===== src/rtl/sol_core_control_if.sv =====
// Handshake/bus bundle between sol_core_control and the surrounding core.
// The master drives requests into the control unit; the slave is the control unit.
interface sol_core_control_if #(
   parameter int unsigned XLEN    = 32,
   parameter int unsigned NUM_IRQ = 8
);
   logic [NUM_IRQ-1:0] IrqLines;
   logic               RetireValid;
   logic [XLEN-1:0]    InstructionPointer;
   logic               CcrWriteEnable;
   logic [XLEN-1:0]    CcrWriteData;
   logic               ReturnReq;
   logic [XLEN-1:0]    CcrOut;
   logic               Mode;
   logic               Halt;
   logic               Redirect;
   logic [XLEN-1:0]    RedirectTarget;
   logic [XLEN-1:0]    SavedIP;
   logic [NUM_IRQ-1:0] IrqAck;

   modport master (
      output IrqLines, RetireValid, InstructionPointer, CcrWriteEnable, CcrWriteData, ReturnReq,
      input  CcrOut, Mode, Halt, Redirect, RedirectTarget, SavedIP, IrqAck
   );

   modport slave (
      input  IrqLines, RetireValid, InstructionPointer, CcrWriteEnable, CcrWriteData, ReturnReq,
      output CcrOut, Mode, Halt, Redirect, RedirectTarget, SavedIP, IrqAck
   );
endinterface


===== src/rtl/sol_core_control.sv =====
// sol32 core control unit: CCR, privilege mode, banked return state,
// prioritised interrupt entry/return and halt/wake sequencing.
module sol_core_control #(
   parameter int unsigned     XLEN          = 32,
   parameter int unsigned     NUM_IRQ       = 8,
   parameter logic [XLEN-1:0] VECTOR_BASE   = 32'h0000_0100,
   parameter int unsigned     VECTOR_STRIDE = 16
) (
   input  logic              Clock,
   input  logic              Reset,
   sol_core_control_if.slave bus
);
   typedef enum logic [1:0] {RUN = 2'd0, ENTER = 2'd1, HALTED = 2'd2} state_t;

   state_t             state_r, state_s;
   logic               mode_r, mode_s, saved_mode_r, saved_mode_s, ie_r, ie_s;
   logic               priv_fault_r, priv_fault_s, halt_req_r, halt_req_s;
   logic               redirect_r, redirect_s;
   logic [NUM_IRQ-1:0] mask_r, mask_s, pending_r, pending_s, irq_prev_r, ack_r, ack_s;
   logic [XLEN-1:0]    saved_ip_r, saved_ip_s, target_r, target_s, ccr_s;
   logic [NUM_IRQ-1:0] eligible_s, onehot_s;
   logic [4:0]         idx_s;
   logic               wr_ok_s, ret_ok_s, fault_s, take_s;

   // Next-state, CCR update and redirect/ack pulse generation.
   always_comb begin
      eligible_s = pending_r & mask_r;
      idx_s      = 5'd0;
      for (int i = int'(NUM_IRQ) - 1; i >= 0; i--) begin
         idx_s = eligible_s[i] ? 5'(i) : idx_s;
      end
      onehot_s = NUM_IRQ'(1'b1) << idx_s;

      // A supervisor CCR write or a legal return both hold off interrupt entry.
      wr_ok_s  = bus.CcrWriteEnable & ~mode_r;
      ret_ok_s = (state_r == RUN) & bus.RetireValid & bus.ReturnReq & ~mode_r;
      fault_s  = mode_r & (bus.CcrWriteEnable | (bus.RetireValid & bus.ReturnReq));
      take_s   = (state_r == RUN) & bus.RetireValid & ie_r & (|eligible_s) & ~ret_ok_s & ~wr_ok_s;

      state_s      = state_r;
      mode_s       = mode_r;
      saved_mode_s = saved_mode_r;
      ie_s         = ie_r;
      mask_s       = mask_r;
      priv_fault_s = priv_fault_r | fault_s;
      halt_req_s   = halt_req_r;
      saved_ip_s   = saved_ip_r;
      pending_s    = (pending_r & ~(take_s ? onehot_s : {NUM_IRQ{1'b0}})) | (bus.IrqLines & ~irq_prev_r);
      redirect_s   = 1'b0;
      target_s     = {XLEN{1'b0}};
      ack_s        = {NUM_IRQ{1'b0}};

      if (wr_ok_s) begin
         mode_s       = bus.CcrWriteData[31];
         saved_mode_s = bus.CcrWriteData[30];
         ie_s         = bus.CcrWriteData[29];
         mask_s       = bus.CcrWriteData[NUM_IRQ+7:8];
         priv_fault_s = bus.CcrWriteData[1];
         halt_req_s   = bus.CcrWriteData[0];
      end else begin
         mask_s = mask_r;
      end

      case (state_r)
         RUN: begin
            if (take_s) begin
               state_s      = ENTER;
               saved_ip_s   = bus.InstructionPointer;
               saved_mode_s = mode_r;
               mode_s       = 1'b0;
               ie_s         = 1'b0;
               redirect_s   = 1'b1;
               target_s     = VECTOR_BASE + XLEN'(idx_s) * XLEN'(VECTOR_STRIDE);
               ack_s        = onehot_s;
            end else if (ret_ok_s) begin
               redirect_s = 1'b1;
               target_s   = saved_ip_r;
               mode_s     = saved_mode_r;
               ie_s       = 1'b1;
            end else if (halt_req_r) begin
               state_s = HALTED;
            end else begin
               state_s = RUN;
            end
         end
         ENTER: begin
            state_s = RUN;
         end
         HALTED: begin
            // Wake does not depend on IE; the interrupt is taken later at a boundary.
            if (|eligible_s) begin
               state_s    = RUN;
               halt_req_s = 1'b0;
            end else begin
               state_s = HALTED;
            end
         end
         default: begin
            state_s = RUN;
         end
      endcase
   end

   // State and architectural registers; reset drops any pulse in flight.
   always_ff @(posedge Clock or posedge Reset) begin
      if (Reset) begin
         state_r      <= RUN;
         mode_r       <= 1'b0;
         saved_mode_r <= 1'b0;
         ie_r         <= 1'b0;
         mask_r       <= {NUM_IRQ{1'b0}};
         priv_fault_r <= 1'b0;
         halt_req_r   <= 1'b0;
         saved_ip_r   <= {XLEN{1'b0}};
         pending_r    <= {NUM_IRQ{1'b0}};
         irq_prev_r   <= {NUM_IRQ{1'b0}};
         redirect_r   <= 1'b0;
         target_r     <= {XLEN{1'b0}};
         ack_r        <= {NUM_IRQ{1'b0}};
      end else begin
         state_r      <= state_s;
         mode_r       <= mode_s;
         saved_mode_r <= saved_mode_s;
         ie_r         <= ie_s;
         mask_r       <= mask_s;
         priv_fault_r <= priv_fault_s;
         halt_req_r   <= halt_req_s;
         saved_ip_r   <= saved_ip_s;
         pending_r    <= pending_s;
         irq_prev_r   <= bus.IrqLines;
         redirect_r   <= redirect_s;
         target_r     <= target_s;
         ack_r        <= ack_s;
      end
   end

   // CCR image assembled from its field registers; unmapped bits read zero.
   always_comb begin
      ccr_s                = {XLEN{1'b0}};
      ccr_s[31]            = mode_r;
      ccr_s[30]            = saved_mode_r;
      ccr_s[29]            = ie_r;
      ccr_s[NUM_IRQ+7:8]   = mask_r;
      ccr_s[1]             = priv_fault_r;
      ccr_s[0]             = halt_req_r;
   end

   assign bus.CcrOut         = ccr_s;
   assign bus.Mode           = mode_r;
   assign bus.Halt           = (state_r == HALTED);
   assign bus.Redirect       = redirect_r;
   assign bus.RedirectTarget = target_r;
   assign bus.SavedIP        = saved_ip_r;
   assign bus.IrqAck         = ack_r;
endmodule

===== src/flat_wrapper.sv =====
// flat-port wrapper written by rule: the top's interface ports become plain ports
module sol_core_control_flat 
#(
   parameter int unsigned     XLEN          = 32,
   parameter int unsigned     NUM_IRQ       = 8,
   parameter logic [XLEN-1:0] VECTOR_BASE   = 32'h0000_0100,
   parameter int unsigned     VECTOR_STRIDE = 16
)
  (Clock, Reset, bus_IrqLines, bus_RetireValid, bus_InstructionPointer, bus_CcrWriteEnable, bus_CcrWriteData, bus_ReturnReq, bus_CcrOut, bus_Mode, bus_Halt, bus_Redirect, bus_RedirectTarget, bus_SavedIP, bus_IrqAck);
  sol_core_control_if #(.XLEN(XLEN), .NUM_IRQ(NUM_IRQ)) bus_i ();
  input  logic Clock;
  input  logic Reset;
  input wire logic [$bits(bus_i.IrqLines)-1:0] bus_IrqLines;
  input wire logic [$bits(bus_i.RetireValid)-1:0] bus_RetireValid;
  input wire logic [$bits(bus_i.InstructionPointer)-1:0] bus_InstructionPointer;
  input wire logic [$bits(bus_i.CcrWriteEnable)-1:0] bus_CcrWriteEnable;
  input wire logic [$bits(bus_i.CcrWriteData)-1:0] bus_CcrWriteData;
  input wire logic [$bits(bus_i.ReturnReq)-1:0] bus_ReturnReq;
  output wire logic [$bits(bus_i.CcrOut)-1:0] bus_CcrOut;
  output wire logic [$bits(bus_i.Mode)-1:0] bus_Mode;
  output wire logic [$bits(bus_i.Halt)-1:0] bus_Halt;
  output wire logic [$bits(bus_i.Redirect)-1:0] bus_Redirect;
  output wire logic [$bits(bus_i.RedirectTarget)-1:0] bus_RedirectTarget;
  output wire logic [$bits(bus_i.SavedIP)-1:0] bus_SavedIP;
  output wire logic [$bits(bus_i.IrqAck)-1:0] bus_IrqAck;
  assign bus_i.IrqLines = bus_IrqLines;
  assign bus_i.RetireValid = bus_RetireValid;
  assign bus_i.InstructionPointer = bus_InstructionPointer;
  assign bus_i.CcrWriteEnable = bus_CcrWriteEnable;
  assign bus_i.CcrWriteData = bus_CcrWriteData;
  assign bus_i.ReturnReq = bus_ReturnReq;
  assign bus_CcrOut = bus_i.CcrOut;
  assign bus_Mode = bus_i.Mode;
  assign bus_Halt = bus_i.Halt;
  assign bus_Redirect = bus_i.Redirect;
  assign bus_RedirectTarget = bus_i.RedirectTarget;
  assign bus_SavedIP = bus_i.SavedIP;
  assign bus_IrqAck = bus_i.IrqAck;
  sol_core_control #(.XLEN(XLEN), .NUM_IRQ(NUM_IRQ), .VECTOR_BASE(VECTOR_BASE), .VECTOR_STRIDE(VECTOR_STRIDE)) u_core (.Clock(Clock), .Reset(Reset), .bus(bus_i));
endmodule

===== config.mk =====
export PLATFORM = sky130hd
export DESIGN_NAME = sol_core_control_flat
export DESIGN_NICKNAME = d
export VERILOG_FILES = /design/src/rtl/sol_core_control_if.sv /design/src/rtl/sol_core_control.sv /design/src/flat_wrapper.sv
export SDC_FILE = /design/constraint.sdc
export NUM_CORES = 1
export LEC_CHECK = 0
export ABC_AREA = 1
export CORE_UTILIZATION = 43
export CTS_BUF_LIST = sky130_fd_sc_hd__clkbuf_8
export CTS_CLUSTER_DIAMETER = 120
export CTS_CLUSTER_SIZE = 12
export DETAILED_ROUTE_END_ITERATION = 16
export PLACE_DENSITY = 0.79
export SYNTH_ARGS = -nofsm -noshare
export SYNTH_HDL_FRONTEND = slang
export SYNTH_SLANG_ARGS = --single-unit

===== constraint.sdc =====
create_clock -name Clock -period 4.4 [get_ports Clock]
set_clock_uncertainty 0.2 [all_clocks]
set_input_delay 1.1 -clock Clock [delete_from_list [all_inputs] [get_ports Clock]]
set_output_delay 1.1 -clock Clock [all_outputs]
set_load 0.05 [all_outputs]

==> run metrics <==
worst-case clock buffer depth 2; XOR/XNOR Fraction of Synth Area 0%; first-pass GRT wire length between 10 and 15 mm; ys async rst share between 90% and 100%; Worst Hold Class register to register; leak pwr 2.98 nW; Crit Path Max Fanout 3; ranking of synthesized cells by area dfrtp_1 (64%), nand2_1 (10%), inv_1 (5.4%), buf_4 (4.4%), nor2_1 (2.9%); Layout fillers 788; RSZ-0062 raised after global routing false; post-synth top area share between 60% and 70%; top cells by count, synth nand2_1 (112), dfrtp_1 (104), inv_1 (59), nor2_1 (32), buf_4 (24); Mapped Area ~4000 um2; drt total wl about 9.3 mm; CP Capture Type primary output; post-synthesis mux area share 0%; Initial Utilization between 40% and 50%; sw power approximately 370 uW; DR DRC count 0; Core Util, Final around 62%; status completed; Final Setup Violations 0; TritonCTS clock tree built; Synth area leader dfrtp_1; Least-Margin Pin Slew between 600 and 700 ps; num ports between 150 and 200; number of buffers added on ports roughly 150; layout cells sized above 1 about 8.6%; Max VDD drop between 0.1 and 0.15 mV; pin count of the biggest net entering global routing 55; Setup TNS 0 ps; Cells after Synth around 420; Top FF cell, synth dfrtp_1; total track usage approximately a fifth; Die Width roughly 100 um; die area 9910 um2; post-cts resize count 0; Post-synth EDFFs 0; Max Cap Viol 0; hold_buf cts 0; number of global-route vias before repair around 3100; Post-Synth Adder-Cell Area 0%; HPWL Detailed just under 7 mm; DR vias 3057; dpl cells approximately 680; gr ovfl total 0; via/cell ratio 4.43; H-tree depth 3; Sink Count about 100; Final Wtd Congestion 0.790; R2R cell count 9; Comb power frac around 6.8%; number of buffers created by CTS 9; initial antenna violation count 0; post-DR wirelength/cell about 13 um; Max-slew headroom slightly below 60%; Setup Fix Bufs, Post-CTS 0; fmax about 310 MHz; Worst-Skew Late Latency around 360 ps; Core Area around 9000 um2; hold slack final about 280 ps; fin crit share slightly above 70%; main combinational cell family by area after synthesis simple AND/OR/NAND/NOR gates; sequential share of power roughly 58%; critical path launch point type register; Clk pin slew, worst setup/hold paths 90 ps; Yosys cell types 27; fin cells between 600 and 700; max-slew violation count 0; Layout area overhead 40.7%; ANT nets after route 0; Hold Crit Depth 3; P_int ~1.3 mW; clock network power share 35.2%; Post-Synthesis Mean Instance Area a little under 10 um2; Worst Path Required between 3000 and 4000 ps; PD cells between 200 and 300 nW/um2; Compound-Gate Fraction of Synth Area 6.18%; Synth Area in Simple Gates a little under a fifth; TritonRoute pass-1 iters 4; total power 1.65 mW; clk root buf clkbuf_8; CP Class register to primary output; final hold vios 0; Net Sw Frac approximately 23%; fin crit period 3180 ps; synthesis-stage register bit count ~100; Syn. warnings 0; sequential share of the synthesized area 63.6%; die height about 100 um; critical path arrival ~1900 ps; ant diodes 0; most frequent cell after synthesis nand2_1; 1st-iter DRT viols between 90 and 100; layout net count approximately 630; Rows 35
-- cells by family after synthesis --
| kind of cell | Yosys count |
|---|---|
| AND/OR/NAND/NOR | 174 |
| flip-flops | 104 |
| buffers and inverters | 97 |
| AO/OA/AOI/OAI | 40 |
| other | 1 |
-- layout by cell type (no fill, tap or decap) --
cell type and instances:
conb_1 19, a22oi_1 1, nand2_1 112, inv_4 1, buf_12 2, inv_1 59, nand3_2 1, clkinvlp_4 1
clkbuf_8 10, nand3_4 1, nor2_1 32, clkinv_4 2, nand4_1 5, o21ai_0 17, nand3_1 8, o21ai_1 5
dfrtp_1 104, nor2_2 2, nand2_2 10, a21oi_2 1, nor2_4 2, nor3_1 1, clkdlybuf4s50_1 145, a21oi_1 2
o31ai_1 1, buf_4 1, bufinv_16 1, o21ai_2 11, inv_2 2, o22ai_1 2
-- critical path, stage by stage (launching register included) --
cell and delay, ps:
dfrtp_1 400, inv_1 50, nor2_1 190, clkdlybuf4s50_1 880
-- flip-flops by register name, summed over array words and instances, names as in the netlist --
name,count
u_core.bus.Mode,1
u_core.mask_r,8
u_core.bus.SavedIP,32
u_core.irq_prev_r,8
u_core.bus.Redirect,1
u_core.pending_r,8
u_core.saved_mode_r,1
u_core.halt_req_r,1
u_core.bus.IrqAck,8
u_core.priv_fault_r,1
u_core.ie_r,1
u_core.state_r,2
u_core.bus.RedirectTarget,32
-- final cells by class --
cell class | count | area, um2 | area share [%]
Clock inverter | 5 | 58.8 | 1.02
Timing Repair Buffer | 148 | 1500 | 26.0
Inverter | 61 | 231 | 4.02
Clock buffer | 10 | 138 | 2.39
Sequential cell | 104 | 2600 | 45.2
Tap cell | 129 | 161 | 2.80
Multi-Input combinational cell | 233 | 1070 | 18.5
-- per-stage QoR --
step                      instance area, um2  setup WS [ps]
after CTS                               5760           1210
after floorplan                         4160            368
after detailed placement                5560            988
after global routing                    5760           1150
after global placement                  5560           1050
final                                   5760           1220
-- path summary, 6_finish.rpt --
kind / endpoint / from / slack [ps]
max: bus_Halt / u_core.state_r[1]$_DFFE_PP0P_ / 1220
min: u_core.pending_r[6]$_DFF_PP0_ / u_core.irq_prev_r[6]$_DFF_PP0_ / 280
max reg2reg: u_core.bus.SavedIP[23]$_DFFE_PP0P_ / u_core.bus.Mode$_DFF_PP0_ / 2070
min reg2reg: u_core.pending_r[6]$_DFF_PP0_ / u_core.irq_prev_r[6]$_DFF_PP0_ / 280
max in group asynchronous: u_core.halt_req_r$_DFF_PP0_ / Reset / 2300
min in group asynchronous: u_core.bus.RedirectTarget[19]$_DFF_PP0_ / Reset / 960
-- per-layer routing --
metal / share of wire [%] / vias to the layer above / global-route usage [%]
li1: - / 1490 / -
met1: 42 / 1423 / 23.3
met2: 49 / 131 / 33.2
met3: 7.5 / 13 / 4.57
met4: 1.5 / 0 / 7.35
met5: 0 / - / 0
-- power by group through the flow --
| stage | sequential [mW] | combinational (mW) | clock (mW) |
|---|---|---|---|
| floorplan | 0.978 | 0.0659 | 0 |
| detailed placement | 0.979 | 0.114 | 0 |
| global placement | 0.978 | 0.113 | 0 |
| finish | 0.960 | 0.113 | 0.582 |
| global route | 0.960 | 0.122 | 0.638 |
| CTS | 0.960 | 0.115 | 0.601 |
No activity file was read; power rests on OpenSTA's default activity.
